<file path="src/rtl/unidad_busqueda_if.sv">
// Instruction-memory fetch bus: request/address out, acknowledge/data back.
interface unidad_busqueda_if;
  logic        mem_req;
  logic [31:0] mem_addr;
  logic        mem_ack;
  logic [31:0] mem_rdata;

  modport master (
    output mem_req,
    output mem_addr,
    input  mem_ack,
    input  mem_rdata
  );

  modport slave (
    input  mem_req,
    input  mem_addr,
    output mem_ack,
    output mem_rdata
  );
endinterface

</file>
<file path="src/rtl/unidad_busqueda.sv">
// Fetch stage: owns the PC, fetches words over a req/ack bus and holds them for decode.
// Optional fetch timeout (sticky err_fetch, NOP injection) enabled by defining FETCH_TIMEOUT_EN.
module unidad_busqueda #(
  parameter logic [31:0] RESET_PC    = 32'h0000_0000,
  parameter int unsigned TIMEOUT_CYC = 16
) (
  input  logic                      clk,
  input  logic                      rst_n,
  input  logic                      avanza,
  input  logic                      SaltoCond,
  input  logic                      oZero,
  input  logic [31:0]               extSigno,
  unidad_busqueda_if.master         bus,
  output logic [31:0]               instru,
  output logic                      instru_valid,
  output logic [31:0]               pc,
  output logic [31:0]               pc_mas4,
  output logic                      err_fetch
);

  localparam logic [31:0] RESET_PC_AL = RESET_PC & 32'hFFFF_FFFC;

  if ((TIMEOUT_CYC < 1) || (TIMEOUT_CYC > 255)) begin : g_bad_timeout
    $error("unidad_busqueda: TIMEOUT_CYC must be in 1..255");
  end

  typedef enum logic [1:0] {
    IDLE  = 2'd0,
    WAIT  = 2'd1,
    VALID = 2'd2
  } state_t;

  state_t      state_r;
  state_t      next_state_s;
  logic [31:0] pc_r;
  logic [31:0] instru_r;
  logic [31:0] next_pc_s;
  logic        capture_s;
  logic        load_nop_s;
  logic        pc_upd_s;
  logic        timeout_s;

`ifdef FETCH_TIMEOUT_EN
  localparam logic [7:0] TO_LAST = 8'(TIMEOUT_CYC - 1);
  logic [7:0] cnt_r;
  logic       err_r;

  // Timeout fires on the TIMEOUT_CYC-th consecutive WAIT cycle
  always_comb begin
    timeout_s = (cnt_r == TO_LAST);
  end

  // WAIT-cycle counter (zero on every entry into WAIT) and sticky error flag
  always_ff @(posedge clk) begin
    if (!rst_n) begin
      cnt_r <= 8'd0;
      err_r <= 1'b0;
    end else begin
      if (state_r == WAIT) begin
        cnt_r <= cnt_r + 8'd1;
      end else begin
        cnt_r <= 8'd0;
      end
      if (load_nop_s) begin
        err_r <= 1'b1;
      end
    end
  end

  assign err_fetch = err_r;
`else
  // Without the timeout, WAIT only ends on an acknowledge
  always_comb begin
    timeout_s = 1'b0;
  end

  assign err_fetch = 1'b0;
`endif

  // Sequential or taken-branch target; the shift keeps target bits [1:0] at zero
  always_comb begin
    if (SaltoCond && oZero) begin
      next_pc_s = pc_mas4 + (extSigno << 2);
    end else begin
      next_pc_s = pc_mas4;
    end
  end

  // Next-state and datapath strobes; an ack beats a simultaneous timeout
  always_comb begin
    next_state_s = state_r;
    capture_s    = 1'b0;
    load_nop_s   = 1'b0;
    pc_upd_s     = 1'b0;
    case (state_r)
      IDLE: begin
        next_state_s = WAIT;
      end
      WAIT: begin
        if (bus.mem_ack) begin
          capture_s    = 1'b1;
          next_state_s = VALID;
        end else if (timeout_s) begin
          load_nop_s   = 1'b1;
          next_state_s = VALID;
        end else begin
          next_state_s = WAIT;
        end
      end
      VALID: begin
        if (avanza) begin
          pc_upd_s     = 1'b1;
          next_state_s = WAIT;
        end else begin
          next_state_s = VALID;
        end
      end
      default: begin
        next_state_s = IDLE;
      end
    endcase
  end

  // State, PC and held instruction registers; reset overrides ack and avanza
  always_ff @(posedge clk) begin
    if (!rst_n) begin
      state_r  <= IDLE;
      pc_r     <= RESET_PC_AL;
      instru_r <= 32'h0000_0000;
    end else begin
      state_r <= next_state_s;
      if (pc_upd_s) begin
        pc_r <= next_pc_s;
      end
      if (capture_s) begin
        instru_r <= bus.mem_rdata;
      end else if (load_nop_s) begin
        instru_r <= 32'h0000_0000;
      end
    end
  end

  assign pc           = pc_r;
  assign pc_mas4      = pc_r + 32'd4;
  assign instru       = instru_r;
  assign instru_valid = (state_r == VALID);
  assign bus.mem_req  = (state_r == WAIT);
  assign bus.mem_addr = pc_r;

endmodule
</file>
<file path="src/flat_wrapper.sv">
// flat-port wrapper written by rule: the top's interface ports become plain ports
module unidad_busqueda_flat 
#(
  parameter logic [31:0] RESET_PC    = 32'h0000_0000,
  parameter int unsigned TIMEOUT_CYC = 16
)
  (clk, rst_n, avanza, SaltoCond, oZero, extSigno, instru, instru_valid, pc, pc_mas4, err_fetch, bus_mem_req, bus_mem_addr, bus_mem_ack, bus_mem_rdata);
  unidad_busqueda_if bus_i ();
  input  logic clk;
  input  logic rst_n;
  input  logic avanza;
  input  logic SaltoCond;
  input  logic oZero;
  input  logic [31:0] extSigno;
  output logic [31:0] instru;
  output logic instru_valid;
  output logic [31:0] pc;
  output logic [31:0] pc_mas4;
  output logic err_fetch;
  output wire logic [$bits(bus_i.mem_req)-1:0] bus_mem_req;
  output wire logic [$bits(bus_i.mem_addr)-1:0] bus_mem_addr;
  input wire logic [$bits(bus_i.mem_ack)-1:0] bus_mem_ack;
  input wire logic [$bits(bus_i.mem_rdata)-1:0] bus_mem_rdata;
  assign bus_mem_req = bus_i.mem_req;
  assign bus_mem_addr = bus_i.mem_addr;
  assign bus_i.mem_ack = bus_mem_ack;
  assign bus_i.mem_rdata = bus_mem_rdata;
  unidad_busqueda #(.RESET_PC(RESET_PC), .TIMEOUT_CYC(TIMEOUT_CYC)) u_core (.clk(clk), .rst_n(rst_n), .avanza(avanza), .SaltoCond(SaltoCond), .oZero(oZero), .extSigno(extSigno), .bus(bus_i), .instru(instru), .instru_valid(instru_valid), .pc(pc), .pc_mas4(pc_mas4), .err_fetch(err_fetch));
endmodule
</file>
<file path="config.mk">
export PLATFORM = sky130hd
export DESIGN_NAME = unidad_busqueda_flat
export DESIGN_NICKNAME = d
export VERILOG_FILES = /design/src/rtl/unidad_busqueda_if.sv /design/src/rtl/unidad_busqueda.sv /design/src/flat_wrapper.sv
export SDC_FILE = /design/constraint.sdc
export NUM_CORES = 1
export LEC_CHECK = 0
export BUFFER_PORTS_ARGS = -buffer_cell sky130_fd_sc_hd__clkbuf_2
export CORE_ASPECT_RATIO = 0.7
export CORE_MARGIN = 5
export CORE_UTILIZATION = 35
export CTS_CLUSTER_DIAMETER = 60
export DETAILED_ROUTE_END_ITERATION = 10
export GPL_TIMING_DRIVEN = 0
export HOLD_SLACK_MARGIN = 0.15
export SLEW_MARGIN = 25
export SYNTH_ARGS = -nofsm -noshare
export SYNTH_HDL_FRONTEND = slang
export SYNTH_SLANG_ARGS = --single-unit
</file>
<file path="constraint.sdc">
create_clock -name clk -period 3.55 [get_ports clk]
set_clock_uncertainty 0.05 [all_clocks]
set_input_delay 0 -clock clk [delete_from_list [all_inputs] [get_ports clk]]
set_output_delay 0 -clock clk [all_outputs]
set_load 0.01 [all_outputs]
</file>
# Yosys cells after proc, flatten, opt, wreduce, memory -nomap -nowiden
# Cells that the tools add are included.
# word_totals
n_memories	0
ramBits	0
mem_bits_ro	0
latch_bits	0
out_inout_bits	131
regBits	66
word_cells	18
input_bits	70
# classes
n_addsub	2
n_mul	0
div	0
mux	9
n_eq_ne	2
magnitude_cmp	0
n_shift	0
bitwise_logic	0
reduce_logical	2
# op_table
operator	n
32-bit 2-to-1 mux	2
32-bit by 3-bit adder with 32-bit output, second input constant	1
32-bit adder	1
2-bit case mux with 3 select lines	1
1-bit 2-to-1 mux	4
2-bit 2-to-1 mux	2
2-bit by 1-bit == test with 1-bit output, second input constant	1
2-bit == test, second input constant	1
2-bit logical NOT	1
1-bit logical AND	1

# Longest topological paths before layout
# depth
ltp_word	3
depth_mapped	18
ltp_nobuf	16

# Worst setup path before layout
# OpenSTA, ideal clock, no wires.
# synth_timing
path_type	flip-flop to flip-flop
start	reg u_core.pc_r[2] (netlist: u_core.bus.mem_addr[2])
end	reg u_core.pc_r[31] (netlist: u_core.bus.mem_addr[31])
synth_period_minus_slack_ps	3990
required_time_ps	3428
path_stages_with_launch	18
setup_ps	72
slack_ps	-440
n_path_buf	1
arrival_ps	3869
path_cell_list	dfxtp_1 ha_1 nand4_1 nor2_1 nand2_1 nor3b_1 nand2_1 xnor2_1 ha_1 buf_2 a21oi_1 o211ai_1 a21o_1 a21oi_1 a21boi_0 or4_1 a21oi_1 mux2i_1
# synth_between
elab_chain_len	3
# synth_rtl
element	line_no	text
from (decl)	unidad_busqueda.sv:35	logic [31:0] pc_r;
from (signal assigned)	unidad_busqueda.sv:133	pc_r <= next_pc_s;
32-bit by 3-bit adder with 32-bit output	unidad_busqueda.sv:144	assign pc_mas4 = pc_r + 32'd4;
via pc_mas4[28]	flat_wrapper.sv:18	output logic [31:0] pc_mas4;
32-bit adder	unidad_busqueda.sv:83	next_pc_s = pc_mas4 + (extSigno << 2);
32-bit 2-to-1 mux	unidad_busqueda.sv:82	if (SaltoCond && oZero) begin
# The timed path passes the listed nets, and every way through them passes these cells.
# A chain may end at the register's enable or synchronous reset.

# Worst setup path in the final report
# layout_timing
start	reg u_core.pc_r[3] (netlist: u_core.bus.mem_addr[3])
end	reg u_core.pc_r[31] (netlist: u_core.bus.mem_addr[31])
# layout_between
elab_chain_len	3
# layout_rtl
element	line_no
32-bit by 3-bit adder with 32-bit output (*)	unidad_busqueda.sv:144
32-bit adder	unidad_busqueda.sv:83
32-bit 2-to-1 mux (*)	unidad_busqueda.sv:82
# Mark *: on every way between the ends. The rest lies on a longest branch, timed or not.

==> run summary <==
ys async rst share - 0%
Setup violations, final - 4
die area - 0.0171 mm²
Slew @ Worst Pin - 0.712 ns
Syn Area/Cell - 7.49 µm²
Int Pwr - 0.00147 W
Post-Syn Area - 0.00509 mm²
Final Critical Period - 3.86 ns
post-synthesis register bit count - 64
Residual DRC - 0
placed cell areas - 0.00642 mm²
layout cell share with drive strength beyond 1 - 40.0%
Clock power frac - 39.7%
clock edge transition at the registers on the reported setup and hold paths - 0.06 ns
via count - 6,052
first-pass GRT wire length - 30,500 µm
Worst setup SP type - flop
Post-Syn Instances - 680
Crit path arrival time - 4.07 ns
Area growth syn-to-layout - 56.1%
GRT Resource Usage Total - 21.7%
Hold Crit Class - input pin to flop
Cell Chain, Critical Path - ha_4, nand4_1, buf_6, nor2_4, nand3_2, xnor2_2, ha_1, buf_6, and4_4, a311oi_2, o21a_1, a2111o_1, and3b_1, or4_4, a21oi_2, mux2i_1
Rows - 36
Final TNS setup - -0.610 ns
hpwl dp - 14,200 µm
Worst path slowest cell - or4_4
Gate power share - 23.2%
CP most frequent cell - buf_6
Num CTS Buffers - 9
WHS - 0.181 ns
# nets final - 1,079
Post-synth EDFFs - 0
Pins Over Slew Limit - 0
Switching Share - 29.1%
sw power - 0.000605 W
warning count from the yosys run - 0
Setup crit end kind - flop
Total Wirelength - 19,700 µm
Pwr Density - 261 mW/mm²
drt first pass iters - 8
core area - 0.0141 mm²
H-tree depth - 3
placed insts - 1,066
Synth cell types - 64
final count of hold timing violations - 0
CP Max Fanout - 6
vias in the first global route - 5,627
GP Congestion - 0.870
family with the most delay on the worst path - simple AND/OR/NAND/NOR gates
maximum VDD drop - 0.176 mV
status - finished, violations left
final instance area - 0.00795 mm²
Initial DRC Count - 467
Max-Cap Viols - 0
Required @ worst endpoint - 3.76 ns
non-filler instance count after layout - 1,166
Seq/Total Area, Yosys - 25.2%
ANT cells - 0
PnR worst setup slack - -0.311 ns
Max Clock Freq - 259 MHz
Final ANT Viol Nets - 0
power consumption - 0.00207 W
Post-synth top flop - dfxtp_1
Clock Path Buffers - 2
CTS tree - yes
CP Buf/Inv Count - 2
Initial Utilization - 36.1%
RSZ-0062 raised after global routing - true
critical path class - flop to flop
Sequential Power Share - 37.1%
post-DR wirelength/cell - 16.9 µm
Top Ports - 201
slew margin rel. - 52.6%
Via density - 5.19
largest net degree at the start of global routing - 11
root buf cell - clkbuf_16
violated checks - setup timing
die extent in x - 154 µm
Lkg Pwr - 3.89 nW
initial antenna violation count - 0
Overflow after GRT - 0
latest clock arrival within the worst-skew pair - 0.33 ns
Worst path max stage delay - 0.47 ns
Die Y - 111 µm
Sink Count - 64
I/O Buffers - 190
final worst-path cycle share - 109%
-- routing by layer --
layer,routed length (µm),vias up,global-route usage (%)
li1,-,2952,-
met1,9190,2799,31.7
met2,8540,270,32.0
met3,1600,31,4.72
met4,354,0,6.18
met5,0,-,0
-- power groups by stage --
stage	clock (W)	combinational [W]	sequential (W)
floorplan	0	0.000224	0.000793
global route	0.000864	0.000524	0.000773
global placement	0	0.000380	0.000785
detailed placement	0	0.000379	0.000786
CTS	0.000837	0.000449	0.000768
finish	0.000824	0.000481	0.000769
-- cells in the mapped netlist, types with 6 or more instances --
master | instances | area share [%]
buf_4 | 38 | 5.6
nor3_1 | 7 | 0.69
inv_1 | 9 | 0.66
o21ai_0 | 37 | 3.6
clkbuf_1 | 28 | 2.1
ha_1 | 36 | 8.8
nand3_1 | 25 | 2.5
nand2_1 | 113 | 8.3
o211ai_1 | 9 | 1.3
and3_1 | 7 | 0.86
nor2_1 | 43 | 3.2
o211a_1 | 7 | 1.4
a21oi_1 | 71 | 7.0
xor2_1 | 22 | 3.8
a21boi_0 | 16 | 2.4
xnor2_1 | 26 | 4.5
and2_1 | 8 | 0.98
a211oi_1 | 6 | 0.88
a21o_1 | 18 | 2.7
dfxtp_1 | 64 | 25
nand4_1 | 11 | 1.4
nand2b_1 | 6 | 0.74
-- layout by cell type, fill, tap and decap left out, types with 6 or more instances in the layout --
cell type	count
a21boi_0	16
a21o_1	18
a21oi_1	64
a21oi_2	7
and2_1	7
buf_4	82
buf_6	6
clkbuf_1	25
clkbuf_16	9
clkbuf_2	190
conb_1	7
dfxtp_1	49
dfxtp_2	9
dfxtp_4	6
dlygate4sd3_1	41
ha_1	24
ha_4	9
inv_1	9
nand2_1	107
nand2b_1	6
nand3_1	21
nand4_1	11
nor2_1	36
o211a_1	7
o211ai_1	9
o21ai_0	34
xnor2_1	15
xnor2_2	10
xor2_1	18
-- kinds of logic after synthesis --
kind of cell,Yosys count,synth area share (%)
simple gates,242,22.1
other cells,1,0.0737
xor+xnor,48,8.26
mux,4,0.811
buf+inv,82,8.95
flops,64,25.2
fa+ha+maj,37,9.24
compound gates,202,25.4
-- worst reg2reg max path, cell delays in order (launching register included) --
cell and delay [ns]:
dfxtp_4 0.37, ha_4 0.14, nand4_1 0.09, buf_6 0.16
nor2_4 0.24, nand3_2 0.14, xnor2_2 0.17, ha_1 0.30
buf_6 0.11, and4_4 0.23, a311oi_2 0.11, o21a_1 0.23
a2111o_1 0.46, and3b_1 0.19, or4_4 0.47, a21oi_2 0.14
mux2i_1 0.18
-- sequential cells by signal (all words and copies together) (netlist names) --
signal / count
u_core.bus.mem_addr: 30
u_core.instru: 32
u_core.state_r: 2
-- metrics by stage --
step	util, %	worst slack [ns]
global route	56.4	-0.418
finish	56.4	-0.311
detailed placement	45.5	-0.749
global placement	45.5	-0.768
CTS	54.5	-0.377
floorplan	-	-0.114
-- timing repair --
action                                 CTS  global route
gates resized for setup                 66            38
setup endpoints to repair               12            12
pin swaps                               36            24
endpoints found under the hold margin   38             0
hold buffers                            41             0
setup buffers                           36            12
-- path summary, 6_finish.rpt --
check | from | endpoint | slack [ns] | cells after the start
max reg2reg | u_core.bus.mem_addr[3]$_SDFFE_PN0P_ | u_core.bus.mem_addr[31]$_SDFFE_PN0P_ | -0.31 | 16
min | extSigno[1] | u_core.bus.mem_addr[3]$_SDFFE_PN0P_ | 0.18 | 5
max | u_core.bus.mem_addr[3]$_SDFFE_PN0P_ | u_core.bus.mem_addr[31]$_SDFFE_PN0P_ | -0.31 | 16
min reg2reg | u_core.instru[30]$_SDFFE_PN0P_ | u_core.instru[30]$_SDFFE_PN0P_ | 0.40 | 2
-- final cells by class --
| type | instances | area [µm²] |
|---|---|---|
| buffer | 69 | 425 |
| clock buffer | 12 | 256 |
| clock inverter | 3 | 17.5 |
| fill | 1305 | 6150 |
| inverter | 9 | 33.8 |
| multi-input combinational | 540 | 3920 |
| sequential | 64 | 1320 |
| tap | 190 | 238 |
| timing repair buffer | 279 | 1750 |
No activity file was read; power rests on OpenSTA's default activity.
